## src/rtl/ps2_rx_fifo_if.sv

```systemverilog
// Output queue handshake between ps2_rx_fifo and its consumer.
// Latency: none, this is plain wiring.
// Backpressure: the consumer holds m_ready low to stall the queue head.
interface ps2_rx_fifo_if;
  logic       m_valid;
  logic       m_ready;
  logic [7:0] m_data;
  logic [1:0] m_flags;

  modport master (output m_valid, output m_data, output m_flags, input m_ready);
  modport slave  (input m_valid, input m_data, input m_flags, output m_ready);
endinterface

```

## src/rtl/ps2_rx_fifo.sv

```systemverilog
// PS/2 device-to-host receiver: sync + glitch filter, frame FSM with watchdog, output queue.
// Latency: byte is queued on the edge ending the stop-bit fall cycle; m_valid one cycle later.
// Backpressure: queue holds FIFO_DEPTH bytes; a good byte arriving while full drops and pulses overflow.
// Optional prefix merging (E0/F0 folded into m_flags) is enabled by defining PS2_PREFIX_MERGE_EN.
module ps2_rx_fifo #(
  parameter int FILTER_LEN  = 4,
  parameter int TIMEOUT_CYC = 200000,
  parameter int FIFO_DEPTH  = 8
) (
  input  logic                          clk,
  input  logic                          reset,
  input  logic                          ps2clk,
  input  logic                          ps2data,
  ps2_rx_fifo_if.master                 m_bus,
  output logic [$clog2(FIFO_DEPTH):0]   fifo_count,
  output logic                          parity_err,
  output logic                          frame_err,
  output logic                          timeout_err,
  output logic                          overflow
);

  localparam int PW  = $clog2(FIFO_DEPTH);
  localparam int CW  = PW + 1;
  localparam int WDW = $clog2(TIMEOUT_CYC);
  localparam logic [3:0]     FL_MAX = 4'(FILTER_LEN - 1);
  localparam logic [WDW-1:0] TO_MAX = WDW'(TIMEOUT_CYC - 1);
  localparam logic [CW-1:0]  FULL_CNT = CW'(FIFO_DEPTH);
`ifdef PS2_PREFIX_MERGE_EN
  localparam int EW = 10;
`else
  localparam int EW = 8;
`endif

  typedef enum logic [1:0] {IDLE, DATA, PARITY, STOP} state_t;

  // input conditioning
  logic       clk_s1, clk_s2, dat_s1, dat_s2;
  logic       clk_f, dat_f, clk_f_q;
  logic [3:0] clk_cnt, dat_cnt;
  logic       fall;

  // frame FSM
  state_t         state;
  logic [7:0]     shreg;
  logic [2:0]     bit_cnt;
  logic           ones_par;   // only the parity of the ones count matters
  logic           parity_ok;
  logic [WDW-1:0] wd_cnt;
`ifdef PS2_PREFIX_MERGE_EN
  logic           pend_ext, pend_brk;
`endif

  // queue
  logic [EW-1:0] mem [FIFO_DEPTH];
  logic [PW-1:0] wr_ptr, rd_ptr;
  logic [CW-1:0] count;
  logic          good_stop, push_req, wr_en, pop, full, q_valid;
  logic [EW-1:0] push_dat;

  // 2-FF synchronisers and per-line consecutive-sample filters
  always_ff @(posedge clk) begin
    if (reset) begin
      clk_s1  <= 1'b1;
      clk_s2  <= 1'b1;
      dat_s1  <= 1'b1;
      dat_s2  <= 1'b1;
      clk_f   <= 1'b1;
      dat_f   <= 1'b1;
      clk_f_q <= 1'b1;
      clk_cnt <= 4'd0;
      dat_cnt <= 4'd0;
    end else begin
      clk_s1  <= ps2clk;
      clk_s2  <= clk_s1;
      dat_s1  <= ps2data;
      dat_s2  <= dat_s1;
      clk_f_q <= clk_f;
      if (clk_s2 == clk_f) begin
        clk_cnt <= 4'd0;
      end else if (clk_cnt == FL_MAX) begin
        clk_f   <= clk_s2;
        clk_cnt <= 4'd0;
      end else begin
        clk_cnt <= clk_cnt + 4'd1;
      end
      if (dat_s2 == dat_f) begin
        dat_cnt <= 4'd0;
      end else if (dat_cnt == FL_MAX) begin
        dat_f   <= dat_s2;
        dat_cnt <= 4'd0;
      end else begin
        dat_cnt <= dat_cnt + 4'd1;
      end
    end
  end

  assign fall = clk_f_q & ~clk_f;

  assign good_stop = (state == STOP) && fall && dat_f && parity_ok;
`ifdef PS2_PREFIX_MERGE_EN
  assign push_req = good_stop && (shreg != 8'hE0) && (shreg != 8'hF0);
  assign push_dat = {pend_brk, pend_ext, shreg};
`else
  assign push_req = good_stop;
  assign push_dat = shreg;
`endif

  // frame FSM, watchdog and registered parity/frame/timeout pulses
  always_ff @(posedge clk) begin
    if (reset) begin
      state       <= IDLE;
      shreg       <= 8'h00;
      bit_cnt     <= 3'd0;
      ones_par    <= 1'b0;
      parity_ok   <= 1'b0;
      wd_cnt      <= '0;
      parity_err  <= 1'b0;
      frame_err   <= 1'b0;
      timeout_err <= 1'b0;
`ifdef PS2_PREFIX_MERGE_EN
      pend_ext    <= 1'b0;
      pend_brk    <= 1'b0;
`endif
    end else begin
      parity_err  <= 1'b0;
      frame_err   <= 1'b0;
      timeout_err <= 1'b0;

      // watchdog: a fall and an expiry never coincide, so the case below cannot conflict
      if (state == IDLE || fall) begin
        wd_cnt <= '0;
      end else if (wd_cnt == TO_MAX) begin
        wd_cnt      <= '0;
        state       <= IDLE;
        timeout_err <= 1'b1;
`ifdef PS2_PREFIX_MERGE_EN
        pend_ext    <= 1'b0;
        pend_brk    <= 1'b0;
`endif
      end else begin
        wd_cnt <= wd_cnt + WDW'(1);
      end

      if (fall) begin
        case (state)
          IDLE: begin
            if (!dat_f) begin
              state    <= DATA;
              bit_cnt  <= 3'd0;
              ones_par <= 1'b0;
            end
          end
          DATA: begin
            shreg    <= {dat_f, shreg[7:1]};
            ones_par <= ones_par ^ dat_f;
            bit_cnt  <= bit_cnt + 3'd1;
            if (bit_cnt == 3'd7) state <= PARITY;
          end
          PARITY: begin
            parity_ok <= ones_par ^ dat_f;
            state     <= STOP;
          end
          STOP: begin
            state <= IDLE;
            if (!dat_f) begin
              frame_err <= 1'b1;
`ifdef PS2_PREFIX_MERGE_EN
              pend_ext  <= 1'b0;
              pend_brk  <= 1'b0;
`endif
            end else if (!parity_ok) begin
              parity_err <= 1'b1;
`ifdef PS2_PREFIX_MERGE_EN
              pend_ext   <= 1'b0;
              pend_brk   <= 1'b0;
`endif
            end else begin
`ifdef PS2_PREFIX_MERGE_EN
              // a pushed or overflow-dropped byte both consume the pending prefixes
              if (shreg == 8'hE0) begin
                pend_ext <= 1'b1;
              end else if (shreg == 8'hF0) begin
                pend_brk <= 1'b1;
              end else begin
                pend_ext <= 1'b0;
                pend_brk <= 1'b0;
              end
`endif
            end
          end
          default: state <= IDLE;
        endcase
      end
    end
  end

  assign q_valid = (count != '0);
  assign full    = (count == FULL_CNT);
  assign pop     = q_valid && m_bus.m_ready;
  assign wr_en   = push_req && (!full || pop);

  // queue pointers, occupancy and overflow pulse
  always_ff @(posedge clk) begin
    if (reset) begin
      wr_ptr   <= '0;
      rd_ptr   <= '0;
      count    <= '0;
      overflow <= 1'b0;
    end else begin
      overflow <= push_req && full && !pop;
      if (wr_en) wr_ptr <= wr_ptr + PW'(1);
      if (pop)   rd_ptr <= rd_ptr + PW'(1);
      case ({wr_en, pop})
        2'b10:   count <= count + CW'(1);
        2'b01:   count <= count - CW'(1);
        default: count <= count;
      endcase
    end
  end

  // queue storage; contents need no reset because the head is masked when empty
  always_ff @(posedge clk) begin
    if (!reset && wr_en) mem[wr_ptr] <= push_dat;
  end

  assign m_bus.m_valid = q_valid;
  assign m_bus.m_data  = q_valid ? mem[rd_ptr][7:0] : 8'h00;
`ifdef PS2_PREFIX_MERGE_EN
  assign m_bus.m_flags = q_valid ? mem[rd_ptr][9:8] : 2'b00;
`else
  assign m_bus.m_flags = 2'b00;
`endif
  assign fifo_count = count;

endmodule

```

## src/flat_wrapper.sv

```systemverilog
// flat-port wrapper written by rule: the top's interface ports become plain ports
module ps2_rx_fifo_flat 
#(
  parameter int FILTER_LEN  = 4,
  parameter int TIMEOUT_CYC = 200000,
  parameter int FIFO_DEPTH  = 8
)
  (clk, reset, ps2clk, ps2data, fifo_count, parity_err, frame_err, timeout_err, overflow, m_bus_m_valid, m_bus_m_data, m_bus_m_flags, m_bus_m_ready);
  ps2_rx_fifo_if m_bus_i ();
  input  logic clk;
  input  logic reset;
  input  logic ps2clk;
  input  logic ps2data;
  output logic [$clog2(FIFO_DEPTH):0] fifo_count;
  output logic parity_err;
  output logic frame_err;
  output logic timeout_err;
  output logic overflow;
  output wire logic [$bits(m_bus_i.m_valid)-1:0] m_bus_m_valid;
  output wire logic [$bits(m_bus_i.m_data)-1:0] m_bus_m_data;
  output wire logic [$bits(m_bus_i.m_flags)-1:0] m_bus_m_flags;
  input wire logic [$bits(m_bus_i.m_ready)-1:0] m_bus_m_ready;
  assign m_bus_m_valid = m_bus_i.m_valid;
  assign m_bus_m_data = m_bus_i.m_data;
  assign m_bus_m_flags = m_bus_i.m_flags;
  assign m_bus_i.m_ready = m_bus_m_ready;
  ps2_rx_fifo #(.FILTER_LEN(FILTER_LEN), .TIMEOUT_CYC(TIMEOUT_CYC), .FIFO_DEPTH(FIFO_DEPTH)) u_core (.clk(clk), .reset(reset), .ps2clk(ps2clk), .ps2data(ps2data), .m_bus(m_bus_i), .fifo_count(fifo_count), .parity_err(parity_err), .frame_err(frame_err), .timeout_err(timeout_err), .overflow(overflow));
endmodule
```

## config.mk

```make
export PLATFORM = sky130hd
export DESIGN_NAME = ps2_rx_fifo_flat
export DESIGN_NICKNAME = d
export VERILOG_FILES = /design/src/rtl/ps2_rx_fifo_if.sv /design/src/rtl/ps2_rx_fifo.sv /design/src/flat_wrapper.sv
export SDC_FILE = /design/constraint.sdc
export NUM_CORES = 1
export LEC_CHECK = 0
export ABC_AREA = 1
export CAP_MARGIN = 20
export CORE_UTILIZATION = 59
export DETAILED_ROUTE_END_ITERATION = 10
export PLACE_DENSITY_LB_ADDON = 0.08
export SYNTH_ARGS = -nofsm -noshare
export SYNTH_HDL_FRONTEND = slang
export SYNTH_SLANG_ARGS = --single-unit
```

## constraint.sdc

```tcl
create_clock -name clk -period 2.5 [get_ports clk]
set_input_delay 0.25 -clock clk [delete_from_list [all_inputs] [get_ports clk]]
set_output_delay 0.25 -clock clk [all_outputs]
set_load 0.01 [all_outputs]
```

[After elaboration in Yosys (flattened, before gate mapping)]
Memories as Yosys holds them, arrays and structs flattened. A register that Yosys moved wholly into a read port is not among the register bits.
Cells that the tools add are included.
Operators by class
  muxes and demuxes: 19
  equal/unequal tests: 13
  bitwise logic cells: 8
  add/subtract/negate cells: 8
  reductions and logical operators: 28
Operator list (number)
  18-bit by 1-bit adder with 18-bit output (second input constant): 1
  18-bit == test (second input constant): 1
  4-bit by 1-bit adder with 4-bit output (second input constant): 3
  3-bit OR reduction: 4
  2-bit two-way mux: 5
  3-bit by 1-bit adder with 3-bit output (second input constant): 3
  3-bit two-way mux: 3
  4-bit by 2-bit == test with 1-bit output (second input constant): 2
  1-bit logical AND: 8
  8-bit two-way mux: 1
  2-bit case mux with 4 select lines: 1
  4-bit case mux with 2 select lines: 1
  2-bit AND reduction: 4
  2-bit == test (second input constant): 3
  1-bit two-way mux: 6
  1-bit inverter: 6
  3-bit case mux with 2 select lines: 1
  2-bit by 1-bit == test with 1-bit output (second input constant): 2
  4-bit == test (second input constant): 1
  2-bit nonzero test: 2
  4-bit nonzero test: 1
  4-bit OR reduction: 1
  4-bit by 1-bit subtractor with 4-bit output (second input constant): 1
  3-bit == test (second input constant): 1
  10 further kinds: 14
Storage, ports and cells
  bits in registers: 62
  memories kept: 1
  word-level logic and storage cells: 99
  output and inout bits: 19
  input port bits: 5
  RAM bits: 64
Memories
  u_core.mem: depth 8, bits a word 8, read ports 1, clocked after Yosys merged registers in 1, write ports 1, line ps2_rx_fifo.sv:54  | logic [EW-1:0] mem [FIFO_DEPTH];

[Depth between registers and ports, before layout]
Gate-level depths: netlist of the first run.
  depth after elaboration: 9
  gate-level depth with buffers: 15
  gate-level depth less buffers: 15

[Worst setup path after synthesis of the first run]
Ideal clock, no wire load.
  path kind: register to register
  from: register u_core.count[0] (netlist: u_core.fifo_count[0])
  to: register u_core.count[2] (netlist: u_core.fifo_count[2])
  path slack: 0.477 ns
  setup time: 0.115 ns
  data required time: 2.385 ns
  data arrival time: 1.908 ns
  clock period less this slack: 2.023 ns
  buffers on the path: 0
  stages on the path, launching flop included: 14
  cells stage by stage: dfxtp_1 nor2_1 nand3_2 nand2_1 inv_1 ha_1 nand2_1 inv_1 nor2_1 ha_1 a21oi_1 xnor2_1 o21ai_0 inv_1
Between the ends
  cells in the longest elaborated chain, start to end: 6
  elaborated cells between the ends (all ways): 12
  those cells by class: 2 x add/sub; 3 x eq/ne; 1 x mux; 6 x reduce/logical
Ends and longest elaborated chain
  from (decl): line ps2_rx_fifo.sv:56  | logic [CW-1:0] count;
  from (signal assigned): line ps2_rx_fifo.sv:214  | 2'b10: count <= count + CW'(1);
  from (signal assigned): line ps2_rx_fifo.sv:215  | 2'b01: count <= count - CW'(1);
  from (signal assigned): line ps2_rx_fifo.sv:216  | default: count <= count;
  4-bit nonzero test (*): line ps2_rx_fifo.sv:197  | assign q_valid = (count != '0);
  named net m_bus_m_valid: line flat_wrapper.sv:19  | output wire logic [$bits(m_bus_i.m_valid)-1:0] m_bus_m_valid;
  1-bit logical AND (*): line ps2_rx_fifo.sv:199  | assign pop = q_valid && m_bus.m_ready;
  named net u_core.pop: line ps2_rx_fifo.sv:57  | logic good_stop, push_req, wr_en, pop, full, q_valid;
  1-bit logical OR: line ps2_rx_fifo.sv:200  | assign wr_en = push_req && (!full || pop);
  1-bit logical AND: line ps2_rx_fifo.sv:200
  2-bit by 1-bit == test with 1-bit output / 2-bit == test (equally long branches): line ps2_rx_fifo.sv:213  | case ({wr_en, pop})
  4-bit case mux with 2 select lines / 2-bit nonzero test (equally long branches)
Mark *: on every way through the listed nets, which the timed path passes. The rest lies on a longest branch.
A chain may end at the register's enable or synchronous reset.

[Worst setup path in the final report of the first run]
  from: register u_core.count[0] (netlist: u_core.fifo_count[0])
  to: register u_core.count[2] (netlist: u_core.fifo_count[2])
Between the ends
  cells in the longest elaborated chain, start to end: 6
  elaborated cells between the ends (all ways): 12
  those cells by class: 2 x add/sub; 3 x eq/ne; 1 x mux; 6 x reduce/logical
Ends and longest elaborated chain (line)
  4-bit nonzero test (*): ps2_rx_fifo.sv:197
  1-bit logical AND (*): ps2_rx_fifo.sv:199
  named net u_core.pop: ps2_rx_fifo.sv:57
  1-bit logical OR: ps2_rx_fifo.sv:200
  1-bit logical AND: ps2_rx_fifo.sv:200
  2-bit by 1-bit == test with 1-bit output / 2-bit == test (equally long branches): ps2_rx_fifo.sv:213
  4-bit case mux with 2 select lines / 2-bit nonzero test (equally long branches)
Marked as above.

==> results.tsv, run 1 <==
metric	value	unit
IO Pins	24	
Post-synth top cells	nor2_1 (112), dfxtp_1 (65), edfxtp_1 (64)	
crit end category	register	
final wirelength	10700	µm
share of cells above drive strength 1	14.1	%
met2 usage	40.1	%
nets@finish	621	
worst vdd ir	0.566	mV
RSZ-0062 raised after global routing	false	
Cells after DPL	691	
minimum clock period	2.27	ns
Crit Path Max Fanout	10	
Global Route Usage Sum	24.5	%
Mapped Area	5450	µm²
Cells after Synth	564	
Iteration-0 DRC Markers	234	
vias	3941	
clk slew on worst S/H paths	0.06	ns
average cell area after synthesis	9.67	µm²
critical path class	reg2reg	
vias in the first global route	3912	
Pwr Total	5790	µW
initial antenna violation count	0	
GR Util met1	31.5	%
biggest area consumer among synthesized cells	edfxtp_1	
Synth cell types	38	
maxcap violations	0	
GRT Max-Usage Layer	met2	
PwrDens	889	nW/µm²
final hold violation count	0	
site row count	34	
Diodes inserted	0	
largest net degree at the start of global routing	33	
cell with the most instances after synthesis	nor2_1	
crit path launch type	register	
first-pass GRT wire length	18200	µm
drt first pass iters	7	
f_max	440	MHz
CTS tree	done	
Required @ worst endpoint	2.91	ns
CTS sink count	129	
die area	9630	µm²
post-synth top area share	35.3	%
Initial Util	61.6	%
post-synthesis register bit count	129	
CTS root buf	clkbuf_8	
synth top area cells	edfxtp_1 (35%), dfxtp_1 (24%), nor2_1 (7.7%)	
Post-Route Setup TNS	0	ns
met3 usage	5.15	%
core area	8850	µm²
Seq/Total Area, Yosys	59.1	%
fin cells	727	
# H-tree levels	4	
failing checks	DRC	
P_leak	0.00231	µW
asr flop ratio synth	0	%
clock latency on the worst-skew pair	0.53	ns
CTS Buffer Depth	2	
EDFF count, synth	64	
total gr overflow	0	
via/cell ratio	5.42	
Num CTS Buffers	17	
Final Setup Violations	0	
clock skew	0.0138	ns
Fill cells	629	
Final HPWL DP	6950	µm
gpl congestion	0.847	
Final Max Tran Viols	0	
Routed Antenna Nets	0	
Syn. warnings	0	
DIE WIDTH	98.1	µm
Hold Crit Class	in2reg	
DRC viols	2	
Final Util	73.7	%
commonest register cell after synthesis	dfxtp_1	
Die Ht	98.1	µm
port buffer count	21	
period utilization	91.0	%
P&R area growth vs syn	19.6	%
run status	finished, violations left	
crit path DAT	2.69	ns
WL per Instance	14.7	µm
## state kept, by name, indices dropped and copies added (netlist names), 2 cells and up, named ones only
name / count
u_core.mem: 64
u_core.wd_cnt: 18
u_core.push_dat: 8
u_core.clk_cnt: 4
u_core.dat_cnt: 4
u_core.fifo_count: 4
u_core.bit_cnt: 3
u_core.rd_ptr: 3
u_core.wr_ptr: 3
u_core.state: 2
## metal layers
metal	vias to the layer above	routed length [µm]
li1	1993	-
met1	1829	4850
met2	101	5220
met3	18	486
met4	0	158
met5	-	0
## cells in the final DEF (no fill, tap or decap), drive strengths merged, types with 3 or more instances in the layout
| master | netlist | routed |
|---|---|---|
| nand3 | 23 | 23 |
| nor2 | 118 | 118 |
| clkinvlp | 0 | 3 |
| dfxtp | 65 | 65 |
| nor3 | 16 | 16 |
| ha | 10 | 10 |
| bufinv | 0 | 3 |
| nand4 | 7 | 7 |
| buf | 10 | 18 |
| nor4 | 3 | 3 |
| o22ai | 8 | 8 |
| xor2 | 9 | 9 |
| edfxtp | 64 | 64 |
| mux2i | 8 | 8 |
| nand2 | 62 | 62 |
| o21ai | 65 | 65 |
| clkdlybuf4s50 | 0 | 13 |
| clkinv | 2 | 7 |
| clkbuf | 8 | 18 |
| dlymetal6s2s | 0 | 8 |
| or2 | 8 | 8 |
| inv | 44 | 47 |
| a21oi | 29 | 29 |
## path summary, 6_finish.rpt
kind / slack, ns / to / depth (start not counted) / from
setup reg to reg: 0.23 / u_core.fifo_count[2] / 13 / u_core.fifo_count[0]
setup / recovery: 0.23 / u_core.fifo_count[2] / 13 / u_core.fifo_count[0]
hold reg to reg: 0.41 / u_core.dat_s2 / 1 / u_core.dat_s1
hold / removal: 0.28 / u_core.clk_s1 / 2 / ps2clk
## layout make-up
cell class,count,area [µm²],share of cell area (%)
Clock buffer,18,418,6.41
Clock inverter,14,180,2.76
Inverter,46,181,2.78
Multi-Input combinational cell,372,1960,30.1
Sequential cell,129,3230,49.5
Tap cell,108,135,2.07
Timing Repair Buffer,40,418,6.41
## critical path: stages (launching register included)
cell and delay [ns]:
dfxtp_1 0.37, nor2_1 0.25, nand3_4 0.18, nand2_1 0.12
inv_1 0.13, ha_1 0.27, nand2_1 0.10, inv_1 0.04
nor2_1 0.17, ha_1 0.18, a21oi_1 0.05, xnor2_1 0.13
o21ai_0 0.14, inv_1 0.05
## stage by stage
stage	setup slack (ns)	hold slack (ns)	cell area (µm²)
final	0.226	0.283	6520
after CTS	0.0235	0.263	6490
after floorplan	0.477	0.354	5460
after global placement	0.252	0.395	5810
after detailed placement	0.184	0.401	5810
after global routing	0.00563	0.283	6520
## repair_timing
action	CTS	global route
pin swaps	0	1
gates resized for setup	7	14
setup endpoints to repair	8	9
gates cloned	1	0
setup buffers	3	0
hold buffers	0	0
## report_power, final
group          switching, µW  internal, µW  total [µW]
clock                    931          1530        2460
combinational            542           485        1030
sequential              53.6          2250        2300
total                   1530          4270        5790
## cell families (layout without fill, tap and decap cells)
kind of cell	count (synthesis)	after routing	share of synthesized area, %
AOI/OAI and AO/OA	104	104	10.2
and+or+nand+nor	238	238	20.1
buffers and inverters	64	118	5.14
adders and majority gates	10	10	2.30
DFF	129	129	59.1
other	1	2	0.0688
muxes	8	8	1.47
xor gates and xnor gates	10	10	1.61
Note: power is estimated with default switching activity, not from simulation.
==> run 2: changes to the inputs <==
- GPL_TIMING_DRIVEN: default -> 0
==> run 2 against run 1 <==
The flow still finishes with violations (DRC); sequential share of layout area up 0.71 points; sequential power about the same; die area stayed put; core utilization shrank 1.1 points; first-iteration DRC count shrank 3.4%; critical path depth down 6; clock power decreased by 8.9%; cell count increased by 0.14%; power down 3.7%; maximum frequency fell by 8.9%; clock skew fell by 0.0090 ns; critical endpoint is now m_bus_m_data[5]; highest routed layer unchanged.
==> results.tsv, run 2 (synthesis results as in run 1) <==
metric	value	unit
Hold Crit Class	in2reg	
hold slack	0.296	ns
Crit Path Max Fanout	10	
total gr overflow	0	
initial antenna violation count	0	
maxcap violations	0	
worst vdd ir	0.487	mV
RSZ-0062 raised after global routing	true	
largest net degree at the start of global routing	17	
hold path start	ps2data	
most common cell after layout, fill and taps aside	nor2_1	
Initial Util	61.6	%
Hold Path End	u_core.dat_s1	
vias	4033	
capturing point of the worst reg2reg path	u_core.fifo_count[2]	
Routed Antenna Nets	0	
PwrDens	869	nW/µm²
Slowest Stage Delay on Critical Path	0.54	ns
crit end category	primary output	
minimum clock period	2.50	ns
most frequent cells in the layout	nor2_1 (112), dfxtp_1 (64), edfxtp_1 (64), nand2_1 (57), o21ai_0 (57)	
Final Max Tran Viols	0	
site row count	34	
run status	finished, violations left	
Fill cells	633	
via/cell ratio	5.54	
f_max	401	MHz
crit path launch type	register	
Slew headroom	43.4	%
Num CTS Buffers	17	
worst r2r src	u_core.clk_f	
largest reg by FF count	u_core.mem	
CTS sink count	129	
final wirelength	11400	µm
Global Route Usage Sum	25.6	%
WP buf/inv	3	
WL per Instance	15.6	µm
die area	9630	µm²
CTS tree	done	
port buffer count	21	
Diodes inserted	0	
Pwr Total	5580	µW
Iteration-0 DRC Markers	226	
critical path class	reg2out	
period utilization	99.9	%
drt first pass iters	8	
Slowest-stage cell, CP	clkdlybuf4s50_1	
cells along the critical path	clkbuf_4 > buf_4 > o21ai_0 > o22ai_1 > nor2_1 > nor2_1 > clkdlybuf4s50_1	
max reg flops	64	
DRC viols	2	
DIE WIDTH	98.1	µm
worst reg2reg path depth	13	
Hold Crit Depth	2	
Most Frequent Cell on Critical Path	nor2_1	
Crit path max-delay family	buffers and inverters	
# H-tree levels	4	
vias in the first global route	4024	
gpl congestion	0.886	
Die Ht	98.1	µm
CTS root buf	clkbuf_8	
worst slew pin tran	0.846	ns
crit path DAT	2.25	ns
clk slew on worst S/H paths	0.06	ns
clock latency on the worst-skew pair	0.51	ns
Final Setup Violations	0	
IO Pins	24	
failing checks	DRC	
share of cells above drive strength 1	13.4	%
final hold violation count	0	
first-pass GRT wire length	18900	µm
P&R area growth vs syn	17.8	%
P_leak	0.00221	µW
CTS Buffer Depth	2	
clock skew	0.00485	ns
Required @ worst endpoint	2.25	ns
core area	8850	µm²
Final HPWL DP	7360	µm
nets@finish	622	
flop-to-flop setup slack	0.26	ns
## run 2: changes by cell type in the layout (fill, tap and decap cells not counted), moves of 3 or more
| cell | change |
|---|---|
| buf_6 | +5 |
| clkinv_4 | -3 |
| clkbuf_1 | +4 |
| dlygate4sd2_1 | +3 |
| buf_4 | -12 |
| dlymetal6s2s_1 | -4 |
| clkbuf_4 | +3 |
## run 2: worst max path at each step
stage,startpoint,to,depth (start not counted)
floorplan,u_core.fifo_count[0],u_core.fifo_count[2],13
global route,register,m_bus_m_data[5],7
global placement,reset,u_core.mem[7][2],5
finish,register,m_bus_m_data[5],7
CTS,register,m_bus_m_data[2],9
detailed placement,reset,u_core.mem[7][2],5
## run 2: area by class of cell
type	instances	area (µm²)	share of cell area (%)
flip-flops and latches	129	3220	50.2
multi-input cells	372	1950	30.4
clock buffers	19	432	6.72
repair buffers	23	244	3.80
inverters	46	180	2.81
plain buffers	18	141	2.20
well taps	108	135	2.10
clock inverters	13	113	1.75
## run 2: routing by layer
| metal | part of all wire, % | GRT usage, % | vias to the layer above |
|---|---|---|---|
| met1 | 43 | 31.4 | 1873 |
| met3 | 5.4 | 5.58 | 25 |
| met2 | 49 | 42.8 | 127 |
| met5 | 0 | 0 | - |
| li1 | - | - | 2008 |
| met4 | 2.4 | 12.4 | 0 |
## run 2: stage by stage
step / setup WS, ns / cell area (µm²) / setup TNS [ns] / cells / util, %
after floorplan: 0.477 / 5460 / 0 / 565 / -
after global placement: -0.119 / 5800 / -3.07 / 694 / 65.6
after detailed placement: -0.148 / 5800 / -3.57 / 694 / 65.6
after CTS: 0.00136 / 6380 / 0 / 726 / 72.1
after global routing: -0.109 / 6420 / -0.109 / 728 / 72.6
final: 0.00375 / 6420 / 0 / 728 / 72.6
## run 2: power breakdown
group	internal [µW]	total [µW]	switching, µW	leakage [µW]
Clock	1340	2240	897	0.000254
Sequential	2240	2290	45.1	0.00100
Combinational	463	1060	593	0.000951
Total	4050	5580	1540	0.00221
## run 2: what timing repair did
action                                  in CTS  in global routing
gates resized for setup                     22                  8
buffers inserted                             0                  2
pin swaps                                    0                  1
hold buffers                                 0                  0
endpoints found under the setup margin       8                  7
==> run 3: changes to the inputs <==
- CORE_UTILIZATION: 59 -> 38
- CTS_BUF_LIST: default -> sky130_fd_sc_hd__clkbuf_4 sky130_fd_sc_hd__clkbuf_8
- GPL_TIMING_DRIVEN: 0 -> default
==> run 3 against run 2 <==
The run now ends clean; combinational power is 4% lower; cell count is 9.3% higher; sequential power hardly changed; highest routed layer unchanged.
==> results.tsv, run 3 (synthesis results as in run 1) <==
metric	value	unit
CTS sink count	129	
WP buf/inv	3	
Crit path max-delay family	buffers and inverters	
critical path class	reg2out	
WL per Instance	13.7	µm
crit end category	primary output	
worst r2r src	u_core.fifo_count[0]	
# H-tree levels	4	
final wirelength	10900	µm
total gr overflow	0	
CTS Hold Bufs	0	
Fill cells	1350	
hold slack	0.363	ns
Final HPWL DP	7310	µm
CP endpoint	m_bus_m_data[0]	
maxcap violations	0	
Slowest Stage Delay on Critical Path	0.55	ns
Diodes inserted	0	
clock latency on the worst-skew pair	0.45	ns
clock skew	0.0113	ns
via/cell ratio	4.82	
period utilization	93.9	%
Final Max Tran Viols	0	
worst slew pin tran	0.578	ns
gpl congestion	0.889	
CTS tree	done	
P&R area growth vs syn	16.6	%
Slowest-stage cell, CP	clkdlybuf4s50_1	
RSZ-0062 raised after global routing	false	
flop-to-flop setup slack	0.30	ns
Psw	1380	µW
max reg flops	64	
vias in the first global route	3670	
Initial Util	39.1	%
DIE WIDTH	122	µm
P_leak	0.00216	µW
Routed Antenna Nets	0	
core area	13900	µm²
Num CTS Buffers	17	
crit path launch type	register	
worst reg2reg path depth	13	
vias	3835	
final hold violation count	0	
largest net degree at the start of global routing	33	
drt first pass iters	5	
initial antenna violation count	0	
die area	14800	µm²
cell internal pwr	3660	µW
Comb pwr share	20.3	%
nets@finish	618	
Global Route Usage Sum	16.7	%
site row count	43	
largest reg by FF count	u_core.mem	
number of cells on the critical path	9	
worst vdd ir	0.298	mV
Seq pwr share	45.4	%
most common cell after layout, fill and taps aside	nor2_1	
Final Setup Violations	0	
cells along the critical path	buf_6 > buf_12 > nor2_1 > nor2_1 > o21ai_0 > o21ai_0 > o21ai_0 > nor2_1 > clkdlybuf4s50_1	
port buffer count	21	
share of cells above drive strength 1	13.8	%
PwrDens	793	nW/µm²
Post-Route Setup TNS	0	ns
crit path DAT	2.10	ns
clock share of power	34.3	%
Die Ht	122	µm
clk slew on worst S/H paths	0.07	ns
Crit Path Max Fanout	12	
capturing point of the worst reg2reg path	u_core.fifo_count[2]	
CTS Buffer Depth	2	
DRC viols	0	
hold path start	ps2data	
CTS root buf	clkbuf_8	
most frequent cells in the layout	nor2_1 (111), dfxtp_1 (64), edfxtp_1 (64), o21ai_0 (60), nand2_1 (57)	
run status	finished, final reports clean	
minimum clock period	2.35	ns
Hold Crit Class	in2reg	
f_max	426	MHz
Iteration-0 DRC Markers	180	
Required @ worst endpoint	2.25	ns
Slew headroom	61.4	%
first-pass GRT wire length	18500	µm
switching share of total power	27.3	%
IO Pins	24	
-- run 3: layout make-up --
cell class                 instances  area, µm²  area share (%)
tap                              180        225            3.54
timing repair buffer              37        385            6.06
clock inverter                     8       90.1            1.42
clock buffer                      24        293            4.61
multi-input combinational        372       1960            30.9
sequential                       129       3220            50.7
inverter                          46        178            2.79
-- run 3: per-stage QoR --
step | util (%) | worst slack (ns) | power [µW] | cells | area, µm²
floorplan | - | 0.477 | 2920 | 565 | 5460
finish | 45.6 | 0.153 | 5040 | 796 | 6360
CTS | 45.4 | 0.0177 | 5090 | 796 | 6330
global route | 45.6 | 0.00315 | 5310 | 796 | 6360
detailed placement | 42.5 | 0.189 | 3290 | 762 | 5920
global placement | 42.5 | 0.221 | 3280 | 762 | 5920
-- run 3: power by group through the flow --
| stage | registers, µW | clock network, µW | logic, µW |
|---|---|---|---|
| 2_1_floorplan | 2320 | 0 | 593 |
| 3_3_place_gp | 2330 | 0 | 957 |
| 3_5_place_dp | 2330 | 0 | 962 |
| 4_1_cts | 2280 | 1790 | 1020 |
| 5_1_grt | 2290 | 1880 | 1140 |
| 6_report | 2290 | 1730 | 1020 |
-- run 3: metal layers --
metal	part of all wire [%]	GRT usage [%]	up-vias
met4	2.1	8.10	0
met1	50	21.8	1778
li1	-	-	1985
met5	0	0	-
met2	45	25.3	54
met3	3.3	4.87	18
-- run 3: timing repair --
item / CTS / global route
endpoints found under the setup margin: 2 / 8
pin swaps: 0 / 1
gates resized for setup: 1 / 10
buffers inserted: 2 / 0
-- run 3: how the worst min path moves through the flow --
stage / cells after the start / endpoint
floorplan: 1 / u_core.clk_s1
global placement: 1 / u_core.dat_s2
detailed placement: 1 / u_core.dat_s2
CTS: 2 / u_core.clk_s1
global route: 2 / u_core.clk_s1
finish: 2 / u_core.dat_s1
